===== src/rtl/state_display_pkg.sv =====
// Shared constants for the traffic-state display: segment patterns and scan slot indices.
package state_display_pkg;

  localparam logic [7:0] SEG_OFF   = 8'hFF;
  localparam logic [6:0] SEG_BLANK = 7'b1111111;

  // Active-low {g,f,e,d,c,b,a} patterns for decimal digits.
  localparam logic [6:0] SEG_0 = 7'b1000000;
  localparam logic [6:0] SEG_1 = 7'b1111001;
  localparam logic [6:0] SEG_2 = 7'b0100100;
  localparam logic [6:0] SEG_3 = 7'b0110000;
  localparam logic [6:0] SEG_4 = 7'b0011001;
  localparam logic [6:0] SEG_5 = 7'b0010010;
  localparam logic [6:0] SEG_6 = 7'b0000010;
  localparam logic [6:0] SEG_7 = 7'b1111000;
  localparam logic [6:0] SEG_8 = 7'b0000000;
  localparam logic [6:0] SEG_9 = 7'b0010000;

  localparam logic [1:0] IDX_CODE = 2'd0;
  localparam logic [1:0] IDX_MODE = 2'd1;
  localparam logic [1:0] IDX_ONES = 2'd2;
  localparam logic [1:0] IDX_TENS = 2'd3;

endpackage


===== src/rtl/seg7_decode.sv =====
// Combinational BCD to active-low 7-segment decoder; values above 9 blank the digit.
module seg7_decode
  import state_display_pkg::*;
(
  input  logic [3:0] value_i,
  output logic [6:0] seg_o
);

  always_comb begin
    seg_o = SEG_BLANK;
    case (value_i)
      4'd0:    seg_o = SEG_0;
      4'd1:    seg_o = SEG_1;
      4'd2:    seg_o = SEG_2;
      4'd3:    seg_o = SEG_3;
      4'd4:    seg_o = SEG_4;
      4'd5:    seg_o = SEG_5;
      4'd6:    seg_o = SEG_6;
      4'd7:    seg_o = SEG_7;
      4'd8:    seg_o = SEG_8;
      4'd9:    seg_o = SEG_9;
      default: seg_o = SEG_BLANK;
    endcase
  end

endmodule


===== src/rtl/state_display.sv =====
// Synchronises the traffic-state code, counts its changes in BCD and scans a 4-digit display.
// Define STATE_DISPLAY_LZB_EN to blank the tens digit while it is zero.
module state_display
  import state_display_pkg::*;
#(
  parameter logic [23:0] CLOCK    = 24'd12000000,
  parameter logic [15:0] SCAN_DIV = 16'd12000
) (
  input  logic       clk,
  input  logic       CR,
  input  logic [2:0] data,
  input  logic       M,
  output logic [7:0] seg,
  output logic [3:0] dig
);

  logic [2:0]  d_s1_q, d_s2_q, d_prev_q;
  logic        m_s1_q, m_s2_q;
  logic [3:0]  ones_q, ones_d, tens_q, tens_d;
  logic [15:0] scan_q, scan_d;
  logic [1:0]  idx_q, idx_d;
  logic [7:0]  seg_q, seg_d;
  logic [3:0]  dig_q, dig_d;
  logic        chg, scan_last;
  logic [3:0]  digit_val;
  logic [6:0]  dec_seg;

  // The clock frequency only documents the intended scan rate.
  logic unused_clock;
  assign unused_clock = ^CLOCK;

  seg7_decode u_seg7_decode (
    .value_i (digit_val),
    .seg_o   (dec_seg)
  );

  always_comb begin
    chg    = (d_s2_q != d_prev_q);
    ones_d = ones_q;
    tens_d = tens_q;
    if (chg) begin
      if (ones_q == 4'd9) begin
        ones_d = 4'd0;
        tens_d = (tens_q == 4'd9) ? 4'd0 : tens_q + 4'd1;
      end else begin
        ones_d = ones_q + 4'd1;
      end
    end

    scan_last = (scan_q == SCAN_DIV - 16'd1);
    scan_d    = scan_last ? 16'd0 : scan_q + 16'd1;
    idx_d     = scan_last ? idx_q + 2'd1 : idx_q;

    digit_val = tens_q;
    unique case (idx_q)
      IDX_CODE: digit_val = {1'b0, d_s2_q};
      IDX_MODE: digit_val = {3'b000, m_s2_q};
      IDX_ONES: digit_val = ones_q;
      IDX_TENS: digit_val = tens_q;
    endcase

    seg_d = {1'b1, dec_seg};
    dig_d = ~(4'b0001 << idx_q);
`ifdef STATE_DISPLAY_LZB_EN
    if (idx_q == IDX_TENS && tens_q == 4'd0) begin
      seg_d = SEG_OFF;
      dig_d = 4'hF;
    end
`endif
  end

  // Sync stages reset to the upstream reset code so reset release produces no count.
  always_ff @(posedge clk or negedge CR) begin
    if (!CR) begin
      d_s1_q   <= 3'b111;
      d_s2_q   <= 3'b111;
      d_prev_q <= 3'b111;
      m_s1_q   <= 1'b0;
      m_s2_q   <= 1'b0;
      ones_q   <= 4'd0;
      tens_q   <= 4'd0;
      scan_q   <= 16'd0;
      idx_q    <= 2'd0;
      seg_q    <= SEG_OFF;
      dig_q    <= 4'hF;
    end else begin
      d_s1_q   <= data;
      d_s2_q   <= d_s1_q;
      d_prev_q <= d_s2_q;
      m_s1_q   <= M;
      m_s2_q   <= m_s1_q;
      ones_q   <= ones_d;
      tens_q   <= tens_d;
      scan_q   <= scan_d;
      idx_q    <= idx_d;
      seg_q    <= seg_d;
      dig_q    <= dig_d;
    end
  end

  assign seg = seg_q;
  assign dig = dig_q;

endmodule


===== config.mk =====
export PLATFORM = sky130hd
export DESIGN_NAME = state_display
export DESIGN_NICKNAME = d
export VERILOG_FILES = /design/src/rtl/state_display_pkg.sv /design/src/rtl/seg7_decode.sv /design/src/rtl/state_display.sv
export SDC_FILE = /design/constraint.sdc
export NUM_CORES = 1
export LEC_CHECK = 0
export CAP_MARGIN = 20
export CORE_ASPECT_RATIO = 1.1
export CORE_UTILIZATION = 45
export DETAILED_ROUTE_END_ITERATION = 12
export PLACE_DENSITY = 0.68
export SYNTH_ARGS = -nofsm -noshare
export SYNTH_HDL_FRONTEND = slang
export SYNTH_HIERARCHICAL = 1
export SYNTH_SLANG_ARGS = --single-unit

===== constraint.sdc =====
create_clock -name clk -period 3.4 [get_ports clk]
set_input_delay 0.68 -clock clk [delete_from_list [all_inputs] [get_ports clk]]
set_output_delay 0.68 -clock clk [all_outputs]
set_load 0.03 [all_outputs]

==> Word-level counts from Yosys, hierarchy flattened <==
Memory sizes are Yosys's and may differ from the RTL's. A register that Yosys moved wholly into a read port is not among the register bits.
Cells that the tools add are included.
Widths: inputs -> output; s select.
{ "word_totals": {"ff_bits": 41, "mem_bits_ro": 112, "input_bits": 6, "output_inout_bits": 12, "elab_cells": 31, "memories": 1} }
{ "classes": {"n_addsub": 4, "eq_ne": 7, "n_shift": 1, "mux": 4, "bitwise": 1, "reduce_logical": 3} }
{ "memory_table": {"columns": ["memory", "depth", "word_bits", "read_ports", "rd_ports_with_merged_regs", "wr", "line", "rtl"], "rows": [
  ["(no name shown)", 16, 7, 1, 1, 0, "seg7_decode.sv:11", "case (value_i)"]
]} }
{ "op_table": {"columns": ["operator", "n"], "rows": [
  ["$add 16x1->16 const B", 1],
  ["$eq 16x14->1 const B", 1],
  ["$mux 16", 1],
  ["$pmux 4 s4", 1],
  ["$add 4x1->4 const B", 2],
  ["$eq 4x4->1 const B", 2],
  ["$mux 4", 2],
  ["$eq 2x2->1 const B", 2],
  ["$not 4->4", 1],
  ["$shl 1x2->4 const A", 1],
  ["$ne 3x3->1", 1],
  ["$add 2x1->2 const B", 1],
  ["$eq 2x1->1 const B", 1],
  ["$logic_not 2->1", 1],
  ["$reduce_and 2->1", 1],
  ["$logic_not 1->1", 1]
]} }

==> Logic depth before layout (Yosys ltp) <==
{ "depth": {"ltp_word": 2, "mapped_depth": 9, "depth_no_buf": 9} }

==> Cells and area by module <==
The synthesis kept the hierarchy.
{ "modules_own_cells": {"columns": ["module", "instances", "cells_each", "area_per_inst_um2", "seq_area_each_um2"], "rows": [
  ["state_display", 1, 163, 1975.6, 1226.2],
  ["seg7_decode", 1, 33, 210.2, 0.0]
]} }

==> Worst setup path before layout <==
Ideal clock, no wire load.
{ "synth_timing": {"path_type": "register to register", "from": "register idx_q[0]", "to": "register seg_q[3], in the netlist seg[3]", "setup_time_ns": 0.087, "t_arrival_ns": 1.936, "required_ns": 3.313, "path_slack_ns": 1.377, "stages_incl_launch_ff": 10, "path_buffers": 0, "period_less_slack_ns": 2.023, "cell_sequence": "dfrtp_1 inv_1 ha_1 a22oi_1 o21ai_0 inv_1 ha_1 or2_1 a21oi_2 a31oi_1"} }
{ "synth_between": {"elab_chain_cells": 2, "elab_cells_between_ends": 5, "cone_classes": "eq/ne (3); mux (1); reduce/logical (1)"} }
{ "synth_rtl": {"columns": ["element", "line", "rtl"], "rows": [
  ["from (decl)", "state_display.sv:21", "logic [1:0] idx_q, idx_d;"],
  ["from (signal assigned)", "state_display.sv:95", "idx_q <= idx_d;"],
  ["$eq 2x2->1, or another cell as far along", "state_display.sv:55", "unique case (idx_q)"],
  ["$pmux 4 s4 *", "state_display.sv:55", null],
  ["named net digit_val[1]", "state_display.sv:25", "logic [3:0] digit_val;"],
  ["to (decl)", "state_display.sv:22", "logic [7:0] seg_q, seg_d;"]
]} }
The timed path passes the listed nets; every way through them passes the cells marked *.
A chain may end at the register's enable or synchronous reset.

==> Final worst setup path <==
{ "layout_timing": {"from": "register idx_q[0]", "to": "register seg_q[0], in the netlist seg[0]"} }
The elaborated chain is that of the path after synthesis.

==> results list <==
- CTS tree: built
- Run status: finished, final reports clean
* R2R Path Start: idx_q[0]
- In the final layout, the share of cells above drive strength 1 is 17.0%.
- Number of antenna violations at the first check in global routing: 0
- Area Overhead vs Synth: 15.1%
- The synthesized netlist devotes 6.30% of its cell area to adder and majority cells.
- In this run the vertical extent of the chip is 75.1 um.
* Summed negative setup slack over all endpoints: 0 ns
- Across the run, the number of max-cap violations was 0.
* Routed vias/inst: 5.14
- Based on the critical path, the design can be clocked at up to 0.432 GHz.
- Critical Path Source Type: flop
- Final hold violation count: 0
* Dpl hpwl: 2220 um
- Critical Path Fanout Max: 6
- Mean instance size in the synthesized netlist: 11.2 um^2
- Among all stages on the critical path, the largest delay is contributed by sky130_fd_sc_hd__o21ai_0.
- Synthesis warning total: 6
- Compound-gate portion of the synthesized area: 7.16%
- Inserted Clock Buffers: 5
- By startpoint and endpoint, the worst setup path is classified as flop to flop.
- The startpoint identified for the worst hold timing path is m_s1_q.
- # DRC: 0
* Total of buffers placed on input and output ports: 16
- The worst hold path passes through 0 cells.
- Summing internal, switching and leakage power gives 1.24 mW.
- The final critical path takes up 68.1% of the cycle.
- Number of global-route vias before repair: 1,288
- Actual transition at the worst max-transition pin: 0.571 ns
- Count of distinct cell types in the synthesized netlist: 36
- Routability-driven placement finished with a final weighted congestion of 0.784.
- After detailed routing, the average wire length per cell comes to 11.7 um.
- The cell family contributing the most delay on the critical path is compound AO/OA/AOI/OAI gates.
- Fraction of the mapped netlist area in simple logic gates: 15.7%
* Root buf cell: sky130_fd_sc_hd__clkbuf_8
* Worst IR Drop VDD: 0.000290 V
- The tree built by TritonCTS fans out to 48 sinks.
* CTS H-Tree Depth: 2
- Counting the fill cells in the layout gives 408.
- Remaining antenna violation count: 0
* Max-slew violation total from the final report: 0
- Grt ovf: 0
- At the worst endpoint, the required time is 3.63 ns.
- Syn_nets: 213
- Once the floorplan was initialized, standard cells occupied 47.0% of the core.
- Post-DP Area: 0.00239 mm^2
- After synthesis the cells add up to 0.00219 mm^2.
- The core region is 0.00465 mm^2.
* Ys flop type: sky130_fd_sc_hd__dfrtp_1
- Setup slack of the worst register-to-register path: 1.08 ns
- Number of buffers inserted to repair setup after CTS: 0
* Hold Path End: m_s2_q
- The smallest clock period supported by the final layout is computed as 2.32 ns.
- Wire length of the first global-routing pass: 5600 um
- Post-route design area: 0.00251 mm^2
* Leading cell types by total area after synthesis: sky130_fd_sc_hd__dfrtp_1, sky130_fd_sc_hd__dfstp_2, sky130_fd_sc_hd__ha_1
- Data arrival time of the critical path: 2.54 ns
- In this run the tightest slew margin relative to its limit is 61.5%.
- Share of synthesized area occupied by flip-flops and latches: 56.1%
- Clock-pin slew on the worst setup and hold paths: 0.08 ns
- Multiplexer share of the synthesized area: 1.49%
- IO Count: 18
- Entering global routing, the biggest net connects 49 pins.
* Total die area: 0.00514 mm^2
- The repair_antennas step left the layout with diodes totalling 0.
- In this run the worst hold path is classified as flop to flop.
- Synth Register Bits: 48
- Area fraction of the dominant cell type after synthesis: 32.1%
- No sink is reached through more buffers than the 2 on the longest clock path.
* Biggest area consumer among synthesized cells: sky130_fd_sc_hd__dfrtp_1
- Hold is met by 0.355 ns.
* First-pass DRT Iterations: 4
* Largest family of logic cells by synthesized area: simple AND/OR/NAND/NOR gates
- Nets@finish: 234
- Total stage count of the critical path: 9
- OpenSTA, run right after detailed placement, puts the worst setup slack at 1.10 ns.
* Maximum cell stage delay along the critical path: 0.48 ns
- Leakage power figure: 1.07 nW
- Post-layout worst setup margin: 1.08 ns
* Via Count: 1,408
* Worst Reg2Reg Path Length in Cells: 9
- The synthesized netlist devotes 8.82% of its cell area to XOR and XNOR gates.
* Horizontal die dimension: 68.5 um
- CP Buf/Inv Count: 2
* Overall routing resource usage: 15.0%
- Proportion of register bits with asynchronous set or reset after synthesis: 100%
- The routed design has 3210 um of wire.
* Number of hold-repair buffers added at the cts stage: 0
- The synthesized design contains 0 enable-type register cells.
- Std-Cell Rows: 26
- Worst r2r dst: seg[0]
- Power spread over the standard cell area amounts to 492 mW/mm^2.
* Final setup fails: 0
* Cell count after synthesis: 196
- The clock reaches the later pin of the worst-skew pair after 0.30 ns.
- Once the clock tree was built, the resizer swapped 0 gates to a different size.
- Setup crit end kind: flop
- DRC violation total after the first TritonRoute iteration: 60
* Setup repair after global routing missed its margin: no
- CP Cell Sequence: inv_1 > ha_1 > a22oi_1 > o21ai_0 > inv_1 > ha_1 > or2_1 > a21oi_2 > nor2_1
- Worst setup skew after layout: 0.00665 ns
sequential cells by signal, indices dropped and copies added, names as in the netlist:
signal / count
scan_q: 16
dig: 4
d_prev_q: 3
seg: 7
tens_q: 4
d_s2_q: 3
m_s2_q: 1
ones_q: 4
d_s1_q: 3
idx_q: 2
m_s1_q: 1
worst register-to-register path: stages (launching register included):
cell and delay, ns:
sky130_fd_sc_hd__dfrtp_1 0.41, sky130_fd_sc_hd__inv_1 0.14, sky130_fd_sc_hd__ha_1 0.27, sky130_fd_sc_hd__a22oi_1 0.12, sky130_fd_sc_hd__o21ai_0 0.48, sky130_fd_sc_hd__inv_1 0.19
sky130_fd_sc_hd__ha_1 0.21, sky130_fd_sc_hd__or2_1 0.22, sky130_fd_sc_hd__a21oi_2 0.15, sky130_fd_sc_hd__nor2_1 0.06
report_power, final:
group          internal, mW  switching [mW]  leakage, nW
sequential            0.636          0.0676        0.570
combinational        0.0894          0.0977        0.459
clock                 0.165           0.181       0.0434
cell families (layout without fill, tap and decap cells):
group / after synthesis / in the layout
AO/OA/AOI/OAI: 23 / 23
buffers and inverters: 20 / 42
adder cells (fa/ha/maj): 11 / 11
other: 1 / 1
multiplexers: 3 / 3
XOR/XNOR: 22 / 22
flip-flops: 48 / 48
AND/OR/NAND/NOR: 68 / 68
final cells by class:
class | instances | area (um^2) | share of cell area (%)
clock buffer | 6 | 82.6 | 3.28
inverter | 15 | 56.3 | 2.24
clock inverter | 2 | 15.0 | 0.597
multi-input combinational | 128 | 867 | 34.5
tap | 56 | 70.1 | 2.79
timing repair buffer | 19 | 198 | 7.86
sequential | 48 | 1230 | 48.8
cells in the mapped netlist (all sizes together) (2+ instances only):
cell	count
nand2	11
nor2	22
xnor2	14
dfstp	20
a22oi	3
mux2	2
dfrtp	28
buf	5
nand4	7
ha	11
inv	15
nand3	5
a21oi	5
and4	3
nand2b	5
nor4	3
o21ai	10
xor2	8
nor3	5
placed cells by master (no fill, tap or decap), drive strengths merged, types with 5 or more instances in the layout:
cell type and instances:
dfrtp 28, nor2 22, dfstp 20, inv 15, clkdlybuf4s50 15, xnor2 14, nand2 11, ha 11
o21ai 10, xor2 8, nand4 7, clkbuf 6, nand3 5, nor3 5, nand2b 5, a21oi 5
metal layers:
metal	global-route usage (%)	routed length (um)	up-vias
met5	0	0	-
met4	8.33	76	0
met3	3.64	109	5
met2	24.4	1530	30
met1	18.2	1490	677
li1	-	-	696
worst max path at each step:
stage / start / endpoint / slack, ns
after detailed placement: idx_q[0] / seg[0] / 1.10
after global placement: idx_q[0] / seg[3] / 1.22
after CTS: idx_q[0] / seg[0] / 1.10
final: idx_q[0] / seg[0] / 1.08
after global routing: idx_q[0] / seg[0] / 0.85
after floorplan: idx_q[0] / seg[3] / 1.38
metrics by stage:
stage	cells	util, %
2_1_floorplan	196	-
3_3_place_gp	265	51.4
6_report	274	54.1
3_5_place_dp	265	51.4
5_1_grt	274	54.1
4_1_cts	273	53.5
Power figures use the tool's default switching activity.
